[src/rtl/pitch_stabilizer.sv]
// Debounces the raw per-frame FFT peak bin: 3-tap median, tolerance-based hold
// counting before a new pitch is reported, and low bins treated as silence.
module pitch_stabilizer #(
  parameter int W       = 10,
  parameter int TOL     = 2,
  parameter int HOLD    = 3,
  parameter int MIN_BIN = 2
) (
  input  logic         clk,
  input  logic         reset,
  input  logic [W-1:0] pitch_input_data,
  input  logic         pitch_input_valid,
  output logic         pitch_input_ready,
  output logic [W-1:0] pitch_output_data,
  output logic         pitch_output_valid,
  input  logic         pitch_output_ready
);

  localparam int RW = (HOLD < 1) ? 1 : $clog2(HOLD + 1);
  localparam logic [RW-1:0] HOLD_R  = RW'(HOLD);
  localparam logic [W:0]    TOL_D   = (W + 1)'(TOL);
  localparam logic [W-1:0]  MIN_D   = W'(MIN_BIN);

  typedef enum logic [1:0] {
    FILL   = 2'd0,
    TRACK  = 2'd1,
    LOCKED = 2'd2
  } state_t;

  function automatic logic [W-1:0] med3(input logic [W-1:0] a,
                                        input logic [W-1:0] b,
                                        input logic [W-1:0] c);
    logic [W-1:0] r;
    if ((a >= b && a <= c) || (a <= b && a >= c)) begin
      r = a;
    end else if ((b >= a && b <= c) || (b <= a && b >= c)) begin
      r = b;
    end else begin
      r = c;
    end
    return r;
  endfunction

  // Extra bit keeps the difference from wrapping.
  function automatic logic [W:0] abs_diff(input logic [W-1:0] a,
                                          input logic [W-1:0] b);
    logic [W:0] r;
    if (a >= b) begin
      r = {1'b0, a} - {1'b0, b};
    end else begin
      r = {1'b0, b} - {1'b0, a};
    end
    return r;
  endfunction

  state_t        state_r, state_nx_s;
  logic [1:0]    cnt_r, cnt_nx_s, cnt_inc_s;
  logic [W-1:0]  h1_r, h0_r, h1_nx_s, h0_nx_s;
  logic [W-1:0]  cand_r, cand_nx_s;
  logic [RW-1:0] run_r, run_nx_s;
  logic [W-1:0]  med_s;
  logic          close_s, replaced_s, accept_s, silent_s;
  logic          emit_s;
  logic [W-1:0]  emit_data_s;
  logic          out_valid_r;
  logic [W-1:0]  out_data_r;

  assign pitch_input_ready  = reset && (!out_valid_r || pitch_output_ready);
  assign pitch_output_valid = out_valid_r;
  assign pitch_output_data  = out_data_r;

  assign accept_s  = pitch_input_valid && pitch_input_ready;
  assign silent_s  = pitch_input_data < MIN_D;
  assign med_s     = med3(h1_r, h0_r, pitch_input_data);
  assign close_s   = abs_diff(med_s, cand_r) <= TOL_D;
  assign cnt_inc_s = (cnt_r == 2'd3) ? 2'd3 : cnt_r + 2'd1;

  // Next-state, history/candidate update and emit decision for one accepted sample.
  always_comb begin
    state_nx_s  = state_r;
    cnt_nx_s    = cnt_r;
    h1_nx_s     = h1_r;
    h0_nx_s     = h0_r;
    cand_nx_s   = cand_r;
    run_nx_s    = run_r;
    replaced_s  = 1'b0;
    emit_s      = 1'b0;
    emit_data_s = '0;
    if (accept_s) begin
      if (silent_s) begin
        state_nx_s = FILL;
        cnt_nx_s   = 2'd0;
        h1_nx_s    = '0;
        h0_nx_s    = '0;
        cand_nx_s  = '0;
        run_nx_s   = '0;
        if (state_r == LOCKED) begin
          emit_s = 1'b1;
        end else begin
          emit_s = 1'b0;
        end
      end else begin
        h1_nx_s  = h0_r;
        h0_nx_s  = pitch_input_data;
        cnt_nx_s = cnt_inc_s;
        if (cnt_inc_s == 2'd3) begin
          // The first median out of FILL always starts a fresh candidate.
          if (state_r != FILL && close_s) begin
            run_nx_s = (run_r == HOLD_R) ? run_r : run_r + RW'(1);
          end else begin
            cand_nx_s  = med_s;
            run_nx_s   = RW'(1);
            replaced_s = 1'b1;
          end
          if (run_nx_s == HOLD_R && (run_r != HOLD_R || replaced_s)) begin
            emit_s      = 1'b1;
            emit_data_s = cand_nx_s;
            state_nx_s  = LOCKED;
          end else if (state_r == FILL) begin
            state_nx_s = TRACK;
          end else begin
            state_nx_s = state_r;
          end
        end else begin
          state_nx_s = state_r;
        end
      end
    end else begin
      state_nx_s = state_r;
    end
  end

  // Tracking state registers.
  always_ff @(posedge clk) begin
    if (!reset) begin
      state_r <= FILL;
      cnt_r   <= 2'd0;
      h1_r    <= '0;
      h0_r    <= '0;
      cand_r  <= '0;
      run_r   <= '0;
    end else begin
      state_r <= state_nx_s;
      cnt_r   <= cnt_nx_s;
      h1_r    <= h1_nx_s;
      h0_r    <= h0_nx_s;
      cand_r  <= cand_nx_s;
      run_r   <= run_nx_s;
    end
  end

  // Output register: load on emit, hold under backpressure, clear on handshake.
  always_ff @(posedge clk) begin
    if (!reset) begin
      out_valid_r <= 1'b0;
      out_data_r  <= '0;
    end else if (emit_s) begin
      out_valid_r <= 1'b1;
      out_data_r  <= emit_data_s;
    end else if (pitch_output_ready) begin
      out_valid_r <= 1'b0;
    end else begin
      out_valid_r <= out_valid_r;
    end
  end

endmodule

[config.mk]
export PLATFORM = sky130hd
export DESIGN_NAME = pitch_stabilizer
export DESIGN_NICKNAME = d
export VERILOG_FILES = /design/src/rtl/pitch_stabilizer.sv
export SDC_FILE = /design/constraint.sdc
export NUM_CORES = 1
export LEC_CHECK = 0
export BUFFER_PORTS_ARGS = -buffer_cell sky130_fd_sc_hd__buf_2
export CAP_MARGIN = 15
export CORE_MARGIN = 2
export CORE_UTILIZATION = 40
export CTS_CLUSTER_SIZE = 14
export DETAILED_ROUTE_END_ITERATION = 8
export PLACE_DENSITY_LB_ADDON = 0.15
export SLEW_MARGIN = 20
export SYNTH_ARGS = -nofsm -noshare
export SYNTH_HDL_FRONTEND = slang
export SYNTH_SLANG_ARGS = --single-unit
export TNS_END_PERCENT = 5
[constraint.sdc]
create_clock -name clk -period 4.76 [get_ports clk]
set_input_delay 0.238 -clock clk [delete_from_list [all_inputs] [get_ports clk]]
set_output_delay 0.238 -clock clk [all_outputs]
set_load 0.1 [all_outputs]
==> summary.txt <==
Power
  – Pwr Total: 1916 µW
  – Peak VDD IR: 0.0001756 V
  – Leakage power: 0.002459 µW
  – Pwr Density: 347.4 nW/µm²

Timing
  – Unrepaired setup endpoints after global routing: true
  – Fin crit share: 101.2%
  – Final setup fails: 11
  – Final setup TNS: -463.6 ps
  – Final Hold Viols: 0
  – Clock Skew: 9.035 ps
  – Final min period: 4816 ps
  – Pins Over Slew Limit: 0
  – Slew @ Worst Pin: 869.3 ps
  – Max Fclk: 0.2077 GHz
  – Rel. slew slack: 42.04%
  – Final setup margin: -55.52 ps

Synthesis
  – Yosys reg bits: 47
  – Post-synth top flop: dfxtp_1
  – Post-synth EDFFs: 0
  – Cell Area, Synth: 3904 µm²
  – Syn nets: 525
  – Syn Area/Cell: 8.505 µm²
  – Synthesized instance count: 459
  – Sequential area share after synthesis: 24.10%
  – Synth warn: 0
  – Ys async rst share: 0%
  – Synth cell types: 70

Clock tree
  – CTS tree: done
  – CTS Root Cell: clkbuf_8
  – Clock-pin slew on the worst setup and hold paths: 100 ps
  – CTS max path bufs: 2
  – Post-CTS Hold Buffers: 0
  – Clock Sinks: 47
  – Total CTS buffers: 5
  – Clk_lat worst skew: 320 ps
  – H-tree depth: 2

Die
  – Die width: 102.8 µm
  – Core area: 9639 µm²
  – Starting Density: 40.50%
  – I/O pin cnt: 26
  – DIE AREA: 10570 µm²
  – Die height: 102.8 µm
  – Rows: 36

Finish
  – Nets: 668
  – Area Growth Syn to Fin: 41.31%
  – Util after Layout: 57.23%
  – Share of cells above drive strength 1: 39.14%
  – Commonest non-fill, non-tap cell in the layout: buf_4
  – Inserted Diodes: 0
  – Commonest cells after routing, fill and taps aside: buf_4 (120), nand2_1 (52), inv_1 (47), dfxtp_1 (41), ha_1 (39)

Flow run
  – Max-Cap Viols: 0

Global route
  – Initial antenna violation count: 0
  – Number of global-route vias before repair: 3862
  – GRT Util Overall: 22.69%
  – First-pass GRT wire length: 18550 µm
  – Largest net degree at the start of global routing: 38
  – Grt ovf: 0

Critical path
  – Worst reg2reg path depth: 22
  – Worst-path fanout max: 6
  – WP data required: 5010 ps
  – CP startpoint kind: flip-flop
  – Crit Path Class: flip-flop to flip-flop
  – WP data arrival: 5060 ps
  – Endpoint class of the critical path: flip-flop

Detailed routing
  – First-iteration detailed-routing DRC count: 120
  – DR vias: 3884
  – DRT Pass-1 Iters: 4
  – DRC Markers: 0
  – Avg WL per Cell: 16.26 µm
  – Via density: 5.277
  – Post-route ant nets: 0
  – WL final: 11960 µm

Worst hold path
  – Hold Path Depth: 3
  – Hold crit path type: input port to flip-flop

Placed design
  – GPL Wtd Cong: 0.8816
  – Post-DP HPWL: 8942 µm
  – Port bufs: 25

Outcome
  – Failing checks: setup timing
  – Outcome: complete, but fails checks
-- routing by layer --
layer	vias to the layer above	part of all wire (%)	global-route usage [%]
li1	1930	-	-
met1	1826	42	27.00
met2	94	51	41.33
met3	34	3.4	2.847
met4	0	3.4	9.008
met5	-	0	0
-- flip-flops by register name, indices dropped and copies added (netlist names) --
| name | cells |
|---|---|
| h0_r | 10 |
| h1_r | 10 |
| run_r | 2 |
| cand_r | 10 |
| cnt_r | 2 |
| pitch_output_data | 10 |
| state_r | 2 |
| pitch_output_valid | 1 |
-- layout make-up --
class | count | area, µm²
fill | 885 | 4123
multi-input combinational | 348 | 3022
timing repair buffer | 152 | 1105
sequential | 47 | 950.9
inverter | 48 | 180.2
tap | 133 | 166.4
clock buffer | 5 | 68.82
clock inverter | 3 | 23.77
-- through the flow --
stage,hold slack (ps),setup WS (ps),std cells,area (µm²)
6_report,251.6,-55.52,736,5517
5_1_grt,250.0,-251.5,736,5517
4_1_cts,239.9,-17.10,734,5334
3_5_place_dp,442.1,-478.0,716,4923
3_3_place_gp,435.9,-469.1,716,4923
2_1_floorplan,382.8,135.3,459,3904
-- cell usage after synthesis (all sizes together) (2+ instances only) --
cell / instances / share of area (%)
nor2: 16 / 1.5
a21o: 5 / 0.99
o21ai: 22 / 2.8
ha: 50 / 16
a31oi: 4 / 0.64
o2bb2ai: 10 / 2.2
a21oi: 20 / 2.7
nand2: 55 / 5.4
nand3: 21 / 2.7
o22ai: 3 / 0.83
fa: 2 / 1.0
nand4: 10 / 2.0
a2111oi: 2 / 0.45
nor3: 9 / 1.4
a22o: 10 / 2.2
nor4: 2 / 0.32
clkbuf: 7 / 1.0
inv: 48 / 4.6
a32oi: 2 / 0.45
o21bai: 2 / 0.48
buf: 9 / 2.4
and2: 2 / 0.38
a311oi: 3 / 1.1
and3: 4 / 0.67
nor2b: 6 / 0.96
a21boi: 17 / 3.3
xnor2: 9 / 2.5
nand2b: 7 / 1.1
mux2i: 22 / 5.6
dfxtp: 47 / 24
a211oi: 4 / 0.77
o211ai: 3 / 0.58
o21a: 4 / 0.77
-- path summary, 6_finish.rpt --
check | to | from | slack (ps)
setup / recovery | pitch_output_data[4] | h0_r[4] | -60
hold / removal | h0_r[0] | pitch_input_data[0] | 250
setup reg to reg | pitch_output_data[4] | h0_r[4] | -60
hold reg to reg | pitch_output_data[9] | pitch_output_data[9] | 450
-- where the power goes --
group	total [µW]	leakage [µW]	switching [µW]	internal (µW)
Sequential	410	0.000383	8.04	402
Clock	267	0.0000408	161	106
Combinational	1240	0.00204	593	647
-- what timing repair did --
item | in CTS | in global routing
setup buffers | 10 | 2
cloned | 1 | 0
resized for setup | 48 | 34
pin swaps | 22 | 30
setup endpoints to repair | 24 | 25
-- cells by family (layout without fill, tap and decap cells) --
group	after synthesis	after routing	share of synthesized area, %
AO/OA/AOI/OAI	122	122	23.59
XOR/XNOR	10	10	2.725
adder cells (fa/ha/maj)	52	52	17.05
buffers and inverters	65	208	8.269
flip-flops	47	47	24.10
multiplexers	23	23	6.025
AND/OR/NAND/NOR	140	141	18.24
-- worst max-delay path, stage by stage (launching register included) --
cell and delay, ps:
dfxtp_4 370, ha_4 220, a21o_1 170, o21ai_2 180
a31oi_2 130, a2111oi_4 340, xnor2_4 190, nand2_4 110
buf_6 150, mux2i_2 220, mux2i_4 130, ha_1 330
and2b_2 230, o311ai_4 310, a311oi_4 160, o22ai_4 180
mux2_4 360, xnor2_4 210, nand4_4 100, buf_6 150
nor3_4 230, buf_6 170, o2bb2ai_1 100
Note: power is estimated with default switching activity, not from simulation.
